## src/rtl/bcd_display_driver_pkg.sv

```systemverilog
// -----------------------------------------------------------------------------
// bcd_display_driver_pkg
// Shared definitions for the BCD display driver. It holds the digit codes
// understood by the downstream seven-segment decoder, the anode position
// indices, the conversion FSM state type, the committed-display record, and
// one double-dabble step.
// -----------------------------------------------------------------------------
package bcd_display_driver_pkg;

    localparam int          NUM_DIGITS = 4;
    localparam logic [3:0]  DIG_MINUS  = 4'hA;   // decoder code for '-'
    localparam int          DD_STEPS   = 8;      // one step per magnitude bit

    // Anode / scan positions.
    localparam int POS_ONES = 0;
    localparam int POS_TENS = 1;
    localparam int POS_HUND = 2;
    localparam int POS_SIGN = 3;

    typedef enum logic [1:0] {
        ST_IDLE,
        ST_LOAD,
        ST_SHIFT,
        ST_COMMIT
    } conv_state_e;

    // Value currently on the display: sign flag plus three BCD digits.
    typedef struct packed {
        logic       neg;
        logic [3:0] hund;
        logic [3:0] tens;
        logic [3:0] ones;
    } disp_t;

    // One double-dabble step on {bcd[11:0], bin[7:0]}: add 3 to every BCD
    // nibble that is 5 or more, then shift the whole vector left by one bit.
    function automatic logic [19:0] dd_step(input logic [19:0] s);
        logic [19:0] r;
        r = s;
        for (int i = 0; i < 3; i++) begin
            if (r[8 + 4*i +: 4] >= 4'd5)
                r[8 + 4*i +: 4] = r[8 + 4*i +: 4] + 4'd3;
        end
        return {r[18:0], 1'b0};
    endfunction

endpackage

```

## src/rtl/bcd_display_driver_bin2bcd.sv

```systemverilog
// -----------------------------------------------------------------------------
// bcd_display_driver_bin2bcd
// Sequential 8-bit binary to 3-digit BCD converter (double-dabble), one step
// per clock.
// Ports:
//   clk, rst  clock, asynchronous active-high reset
//   start_i   load mag_i and begin; steps run on the following 8 edges
//   mag_i     8-bit unsigned magnitude
//   bcd_o     {hundreds, tens, ones}; final once the last step has executed
//   done_o    high in the cycle whose closing edge performs the last step
// -----------------------------------------------------------------------------
module bcd_display_driver_bin2bcd
    import bcd_display_driver_pkg::*;
(
    input  logic        clk,
    input  logic        rst,
    input  logic        start_i,
    input  logic [7:0]  mag_i,
    output logic [11:0] bcd_o,
    output logic        done_o
);

    logic [19:0] sh_q;
    logic [2:0]  cnt_q;
    logic        run_q;

    // NOTE: sequential state uses non-blocking assignments so every register
    // samples pre-edge values regardless of statement order.
    always_ff @(posedge clk or posedge rst) begin
        if (rst) begin
            sh_q  <= '0;
            cnt_q <= '0;
            run_q <= 1'b0;
        end else if (start_i) begin
            sh_q  <= {12'd0, mag_i};
            cnt_q <= '0;
            run_q <= 1'b1;
        end else if (run_q) begin
            sh_q  <= dd_step(sh_q);
            cnt_q <= cnt_q + 3'd1;
            if (cnt_q == 3'(DD_STEPS - 1))
                run_q <= 1'b0;
        end
    end

    assign bcd_o  = sh_q[19:8];
    assign done_o = run_q && (cnt_q == 3'(DD_STEPS - 1));

endmodule

```

## src/rtl/bcd_display_driver.sv

```systemverilog
// -----------------------------------------------------------------------------
// bcd_display_driver
// Takes a byte from the UART receiver, converts it to sign + 3 BCD digits and
// time-multiplexes the four digit positions onto a single seven-segment
// decoder input. Anodes are delayed one cycle to line up with the decoder's
// registered output.
// Parameters:
//   SIGNED       1: data_in is two's complement; 0: unsigned, sign never lit
//   REFRESH_DIV  clk cycles each position stays selected (>= 2)
//   AN_ACT_LOW   1: anodes active-low; 0: active-high
// Ports:
//   clk, rst     clock, asynchronous active-high reset
//   data_in      byte to display, sampled when data_valid is accepted
//   data_valid   1-cycle strobe; ignored (and flagged) while busy
//   busy         conversion in progress
//   overrun      sticky: a strobe arrived while busy; cleared by next accept
//   digit_code   to decoder 'in' (0-9, 4'hA = minus)
//   digit_en     to decoder 'en'
//   an           digit anodes [3]=sign [2]=hundreds [1]=tens [0]=ones
// -----------------------------------------------------------------------------
module bcd_display_driver
    import bcd_display_driver_pkg::*;
#(
    parameter bit SIGNED      = 1'b1,
    parameter int REFRESH_DIV = 50000,
    parameter bit AN_ACT_LOW  = 1'b1
) (
    input  logic       clk,
    input  logic       rst,
    input  logic [7:0] data_in,
    input  logic       data_valid,
    output logic       busy,
    output logic       overrun,
    output logic [3:0] digit_code,
    output logic       digit_en,
    output logic [3:0] an
);

    localparam int                     DIV_W    = (REFRESH_DIV > 1) ? $clog2(REFRESH_DIV) : 1;
    localparam logic [DIV_W-1:0]       DIV_LAST = DIV_W'(REFRESH_DIV - 1);
    localparam logic [NUM_DIGITS-1:0]  AN_OFF   = AN_ACT_LOW ? '1 : '0;

    // ---------------------------------------------------------------- convert
    conv_state_e state_q;
    logic [7:0]  data_q;
    logic        busy_q;
    logic        overrun_q;
    logic        neg_q;
    disp_t       disp_q;

    logic        neg_load;
    logic [7:0]  mag_load;
    logic        core_start;
    logic [11:0] core_bcd;
    logic        core_done;

    // Two's-complement negate in 8 bits; -128 maps to 8'h80, i.e. magnitude 128.
    assign neg_load   = SIGNED && data_q[7];
    assign mag_load   = neg_load ? (~data_q + 8'd1) : data_q;
    assign core_start = (state_q == ST_LOAD);

    bcd_display_driver_bin2bcd u_bin2bcd (
        .clk     (clk),
        .rst     (rst),
        .start_i (core_start),
        .mag_i   (mag_load),
        .bcd_o   (core_bcd),
        .done_o  (core_done)
    );

    always_ff @(posedge clk or posedge rst) begin
        if (rst) begin
            state_q   <= ST_IDLE;
            data_q    <= '0;
            busy_q    <= 1'b0;
            overrun_q <= 1'b0;
            neg_q     <= 1'b0;
            disp_q    <= '0;
        end else begin
            case (state_q)
                ST_IDLE: begin
                    if (data_valid) begin
                        data_q    <= data_in;
                        busy_q    <= 1'b1;
                        overrun_q <= 1'b0;
                        state_q   <= ST_LOAD;
                    end
                end
                ST_LOAD: begin
                    neg_q   <= neg_load;
                    state_q <= ST_SHIFT;
                end
                ST_SHIFT: begin
                    if (core_done)
                        state_q <= ST_COMMIT;
                end
                ST_COMMIT: begin
                    disp_q  <= {neg_q, core_bcd};
                    busy_q  <= 1'b0;
                    state_q <= ST_IDLE;
                end
                default: state_q <= ST_IDLE;
            endcase

            // Any strobe outside IDLE, COMMIT included, is dropped.
            if (data_valid && (state_q != ST_IDLE))
                overrun_q <= 1'b1;
        end
    end

    // ------------------------------------------------------- blanking / select
    logic [DIV_W-1:0]       div_q;
    logic [1:0]             idx_q;
    logic                   wrapped_q;
    logic [NUM_DIGITS-1:0]  lit;
    logic [3:0]             code_sel;

    // NOTE: every always_comb output gets a default first, so no path can
    // leave it unassigned and infer a latch.
    always_comb begin
        lit           = '0;
        lit[POS_ONES] = 1'b1;
        lit[POS_TENS] = (disp_q.hund != 4'd0) || (disp_q.tens != 4'd0);
        lit[POS_HUND] = (disp_q.hund != 4'd0);
        lit[POS_SIGN] = disp_q.neg;
    end

    always_comb begin
        code_sel = disp_q.ones;
        case (idx_q)
            2'(POS_TENS): code_sel = disp_q.tens;
            2'(POS_HUND): code_sel = disp_q.hund;
            2'(POS_SIGN): code_sel = disp_q.neg ? DIG_MINUS : 4'd0;
            default:      code_sel = disp_q.ones;
        endcase
    end

    // -------------------------------------------------------------------- scan
    logic [3:0]             digit_code_q;
    logic                   digit_en_q;
    logic [1:0]             idx_p_q;     // idx that produced digit_code_q
    logic                   lit_p_q;
    logic [NUM_DIGITS-1:0]  an_q;

    always_ff @(posedge clk or posedge rst) begin
        if (rst) begin
            div_q        <= '0;
            idx_q        <= '0;
            wrapped_q    <= 1'b0;
            digit_code_q <= '0;
            digit_en_q   <= 1'b0;
            idx_p_q      <= '0;
            lit_p_q      <= 1'b0;
            an_q         <= AN_OFF;
        end else begin
            if (div_q == DIV_LAST) begin
                div_q     <= '0;
                idx_q     <= idx_q + 2'd1;
                wrapped_q <= 1'b1;
            end else begin
                div_q <= div_q + DIV_W'(1);
            end

            // Decoder input stage.
            digit_code_q <= code_sel;
            digit_en_q   <= wrapped_q;
            idx_p_q      <= idx_q;
            lit_p_q      <= lit[idx_q];

            // Anode stage, one cycle behind to match the decoder register.
            // XOR with AN_OFF turns the one-hot into the active-low form.
            if (digit_en_q && lit_p_q)
                an_q <= (NUM_DIGITS'(1) << idx_p_q) ^ AN_OFF;
            else
                an_q <= AN_OFF;
        end
    end

    assign busy       = busy_q;
    assign overrun    = overrun_q;
    assign digit_code = digit_code_q;
    assign digit_en   = digit_en_q;
    assign an         = an_q;

endmodule

```

## config.mk

```make
export PLATFORM = sky130hd
export DESIGN_NAME = bcd_display_driver
export DESIGN_NICKNAME = d
export VERILOG_FILES = /design/src/rtl/bcd_display_driver_pkg.sv /design/src/rtl/bcd_display_driver_bin2bcd.sv /design/src/rtl/bcd_display_driver.sv
export SDC_FILE = /design/constraint.sdc
export NUM_CORES = 1
export LEC_CHECK = 0
export ABC_AREA = 1
export BUFFER_PORTS_ARGS = -buffer_cell sky130_fd_sc_hd__buf_4
export CAP_MARGIN = 20
export CORE_ASPECT_RATIO = 1.1
export CORE_MARGIN = 5
export CORE_UTILIZATION = 65
export DETAILED_ROUTE_END_ITERATION = 8
export PLACE_DENSITY = 0.83
export SYNTH_ARGS = -nofsm -noshare
export SYNTH_HDL_FRONTEND = slang
export SYNTH_SLANG_ARGS = --single-unit
```

## constraint.sdc

```tcl
create_clock -name clk -period 5.7 [get_ports clk]
set_input_delay 0.57 -clock clk [delete_from_list [all_inputs] [get_ports clk]]
set_output_delay 0.57 -clock clk [all_outputs]
set_load 0.1 [all_outputs]
```

Yosys cells after proc, flatten, opt, wreduce, memory -nomap -nowiden
Index checks and enable logic that the tools add are counted.

storage, ports and cells
  register bits = 81
  input bits = 11
  output and inout bits = 11
  logic and storage cells = 85

operators by class
  add/sub/neg operators = 7
  order comparisons = 4
  eq/ne operators = 10
  shift-type cells = 1
  multiplexer cells = 25
  bitwise operators = 2
  reductions and logical operators = 16

operator list
  operator                                                                number
  20-bit two-way mux                                                      2
  16-bit by 1-bit adder with 16-bit output (second input constant)        1
  16-bit == test (second input constant)                                  1
  16-bit two-way mux                                                      1
  4-bit two-way mux                                                       4
  4-bit by 3-bit >= comparator with 1-bit output (second input constant)  3
  4-bit case mux with 3 select lines                                      1
  2-bit nonzero test                                                      5
  3-bit two-way mux                                                       3
  4-bit by 2-bit adder with 4-bit output (second input constant)          2
  8-bit by 1-bit adder with 8-bit output (second input constant)          1
  2-bit == test (second input constant)                                   4
  1-bit two-way mux                                                       8
  8-bit two-way mux                                                       1
  8-bit NOT                                                               1
  2-bit case mux with 4 select lines                                      1
  2-bit AND reduction                                                     4
  4-bit nonzero test                                                      2
  2-bit by 1-bit == test with 1-bit output (second input constant)        2
  2-bit two-way mux                                                       2
  2-bit != test (second input constant)                                   2
  4-bit NOT                                                               1
  1-bit by 2-bit << shifter with 4-bit output (first input constant)      1
  3-bit by 1-bit adder with 3-bit output (second input constant)          1
  9 further kinds                                                         11

Depth between registers and ports, before layout
  word-level depth = 4
  depth in mapped cells = 9
  gate-level depth less buffers = 9

By module
Synthesis repeated with hierarchy kept, for this count alone.

second synthesis, totals
  cell total of the unflattened synthesis = 494
  area, all modules = 4202.8 µm²

by module, submodules not included
  module                      instances  cells an instance  area each (µm²)  sequential area each (µm²)
  bcd_display_driver          1          322                2748.9           1431.4
  bcd_display_driver_bin2bcd  1          172                1453.9           600.6

Worst setup path after synthesis
No wires, ideal clock.

  kind = register -> output
  start point = reg overrun_q, in the netlist overrun
  end point = out overrun
  arrival = 898 ps
  required time = 5130 ps
  path slack = 4232 ps
  stages on the path, launching flop included = 1
  buffers on the path = 0
  path through = dfrtp_1

RTL lines
  what                      RTL line                   RTL
  start: declaration        bcd_display_driver.sv:47   logic overrun_q;
  start signal: assignment  bcd_display_driver.sv:76   overrun_q <= 1'b0;
  start signal: assignment  bcd_display_driver.sv:85   overrun_q <= 1'b0;
  start signal: assignment  bcd_display_driver.sv:107  overrun_q <= 1'b1;
  end: declaration          bcd_display_driver.sv:33   output logic overrun,

No word-level cell between the ends.

Worst setup path in the final report
  start point = reg state_q[1]
  end point = reg u_bin2bcd.sh_q[5]

on the way
  word-level cells in the longest chain between the ends = 2
  elaborated cells on any way between the ends = 3
  those cells by class = eq/ne (1); mux (1); reduce/logical (1)

ends and longest elaborated chain
  what                                                      RTL line                          RTL
  start: declaration                                        bcd_display_driver.sv:44          conv_state_e state_q;
  start signal: assignment                                  bcd_display_driver.sv:73          state_q <= ST_IDLE;
  start signal: assignment                                  bcd_display_driver.sv:86          state_q <= ST_LOAD;
  start signal: assignment                                  bcd_display_driver.sv:91          state_q <= ST_SHIFT;
  2-bit by 1-bit == test with 1-bit output (*)              bcd_display_driver.sv:60          assign core_start = (state_q == ST_LOAD);
  20-bit two-way mux or 2-bit nonzero test (tied branches)  --
  end signal: assignment                                    bcd_display_driver_bin2bcd.sv:35  sh_q <= {12'd0, mag_i};
  end signal: assignment                                    bcd_display_driver_bin2bcd.sv:39  sh_q <= dd_step(sh_q);
  end: declaration                                          bcd_display_driver_bin2bcd.sv:23  logic [19:0] sh_q;

Mark *: on every way between the ends. The rest lies on a longest branch, timed or not.
A chain may end at the register's enable or synchronous reset.

==> flow_metrics.py <==
metrics = {
    "routing": {
        "via_per_inst": 5.38,
        "drt_pass1_iterations": 5,
        "drc_errors": 0,
        "vias": 3075,
        "routed_wl_um": 7730,
        "drt-initial-drc-count": 177,
        "antenna_left": 0,
        "wl_per_cell_um": 13.5,
    },
    "floorplanning": {
        "core-area_um2": 5840,
        "die_h_um": 91.7,
        "rows": 29,
        "dieArea_um2": 7730,
        "io_pins": 22,
        "start_util_pct": 67.6,
        "chipWidth_um": 84.3,
    },
    "timing": {
        "hold_ws_ps": 254,
        "hold_viol": 0,
        "tightest_slew_ps": 915,
        "rsz0062_at_grt": "no",
        "fmax_mhz": 470,
        "fin_skew_ps": 11.6,
        "postLayoutSetupSlackWorst_ps": 3570,
        "period_share_pct": 37.3,
        "timing.slew.headroom_pct": 38.7,
        "drv_slew": 0,
        "period_minus_slack_ps": 2130,
        "finalSetupTns_ps": 0,
        "setup_viol": 0,
    },
    "yosys": {
        "synthCells": 466,
        "yosysMostFrequentCell": "nand2_1",
        "avgSynthCellArea_um2": 8.47,
        "synth_top_cell_by_area": "dfrtp_1",
        "ys_seq_elements": 81,
        "async_reset_ff_share_pct": 100,
        "synth_edf_count": 0,
        "synth.distinct_cells": 32,
        "syn_nets": 496,
        "ys_warn_count": 0,
        "yosys-top-cells-count": "nand2_1, dfrtp_1, inv_1, o21ai_0, nor2_1",
        "synth_area_um2": 3950,
        "yosysTopAreaCellShare_pct": 48.8,
        "synth_area_leaders": "dfrtp_1, nand2_1, inv_1",
        "ys.flop_type": "dfrtp_1",
        "ys_seq_area_share_pct": 51.5,
    },
    "cells_and_area": {
        "areaGrowthSynthToFinish_pct": 11.4,
        "n_antenna_cell": 0,
        "nNetsFinal": 520,
        "drive_gt1_share_pct": 11.7,
        "final_cell_count_no_fill": 572,
    },
    "global_routing": {
        "grt_pass1_vias": 3125,
        "overflow": 0,
        "grt_pass1_wl_um": 13900,
        "grt_usage_pct": 22.0,
        "antenna_found_initial": 0,
        "grt_max_degree": 82,
    },
    "place": {
        "portBuffers": 21,
        "placed_cells": 555,
        "gp_congestion": 0.835,
        "place_ws_ps": 3620,
        "hpwl_um": 5360,
    },
    "clock_network": {
        "post_cts_buffers": 0,
        "cts_sinks": 81,
        "clockBufferDepth": 2,
        "cts_tree": "done",
        "clk_pin_slew_worst_paths_ps": 90,
        "clock-root-buffer": "clkbuf_8",
        "worstSkewPairLatency_ps": 360,
        "h-tree-depth": 3,
        "postCtsResizedCells": 0,
        "ctsHoldBuffers": 0,
        "cts_made_buffers": 9,
    },
    "pwr": {
        "power_density_nw_per_um2": 498,
        "p_leak_nw": 2.16,
        "ir_drop_v": 0.000383,
    },
    "setup_path": {
        "critPathKind": "flip-flop to flip-flop",
        "cp-end-kind": "flip-flop",
        "required_ps": 5980,
        "critPathArrivalTime_ps": 2410,
        "worstPathMaxFanout": 14,
        "start_kind": "flip-flop",
    },
    "job": {
        "maxCapViolations": 0,
    },
    "min_path": {
        "min_path_type": "input port to async pin",
    },
    "status": {
        "status": "complete, no violations",
    },
}
critical path, stage by stage, from the launching register on:
cell     delay, ps
dfrtp_1        380
inv_1          100
ha_1           330
nor2_1         760
inv_2          210
nor2_1         140
a31oi_1         50
o21ai_0         80
kinds of logic after synthesis:
family,count (synthesis),synth area share [%]
and+or+nand+nor,196,20.7
buffers and inverters,81,8.47
DFF,81,51.5
AOI/OAI and AO/OA,78,10.8
adders and majority gates,19,6.02
xor gates and xnor gates,11,2.44
registers in the layout, summed over array words and instances, names as in the netlist, 2 cells and up:
register / count
state_q: 2
digit_code: 4
idx_q: 2
an: 4
u_bin2bcd.sh_q: 20
disp_q: 13
data_q: 8
idx_p_q: 2
u_bin2bcd.cnt_q: 3
div_q: 16
power breakdown:
group,switching (W),internal (W)
logic,0.000592,0.000255
registers,0.000124,0.000747
clock network,0.000221,0.000252
area by class of cell:
type	instances	area [um^2]
timing repair buffer	23	193
multi-input combinational	304	1580
inverter	71	270
clock buffer	9	124
clock inverter	7	101
fill	403	1450
sequential	81	2030
tap	77	96.3
final timing paths:
kind | start | end | slack, ps | cells after the start
setup / recovery | state_q[1] | u_bin2bcd.sh_q[5] | 3570 | 7
hold / removal | rst | u_bin2bcd.sh_q[1] | 250 | 3
setup reg to reg | state_q[1] | u_bin2bcd.sh_q[5] | 3570 | 7
hold reg to reg | wrapped_q | digit_en | 370 | 0
max in group asynchronous | rst | an[2] | 4830 | 4
min in group clk | wrapped_q | digit_en | 370 | 0
metrics by stage:
step	total power, W	utilization, %	instance area (um^2)
after global routing	0.00235	75.3	4400
after floorplan	0.00152	-	3950
after detailed placement	0.00170	70.9	4140
final	0.00219	75.3	4400
after global placement	0.00166	70.9	4140
after CTS	0.00219	74.8	4370
layer usage:
metal / vias to the layer above / routed length [um] / global-route usage [%] / share of wire [%]
li1: 1527 / - / - / -
met1: 1453 / 3470 / 28.8 / 45
met2: 77 / 3840 / 36.4 / 50
met3: 18 / 294 / 4.30 / 3.8
met4: 0 / 126 / 8.04 / 1.6
met5: - / 0 / 0 / 0
placed cells by master (no fill, tap or decap), types with 2 or more instances in the layout:
cell	netlist	layout
a21oi_1	12	12
a22o_1	2	2
a32oi_1	2	2
buf_4	4	22
bufinv_16	0	2
clkbuf_8	0	9
clkinv_2	0	2
dfrtp_1	77	77
dfstp_2	4	4
ha_1	19	19
inv_1	67	66
inv_2	3	3
inv_6	0	2
nand2_1	105	105
nand2_2	5	5
nand3_1	30	30
nand4_1	4	4
nor2_1	44	44
nor2_2	4	4
nor3_1	2	2
o211ai_1	3	3
o21ai_0	48	48
o21ai_1	2	2
o22ai_1	5	5
xor2_1	10	10
Power figures use the tool's default switching activity.
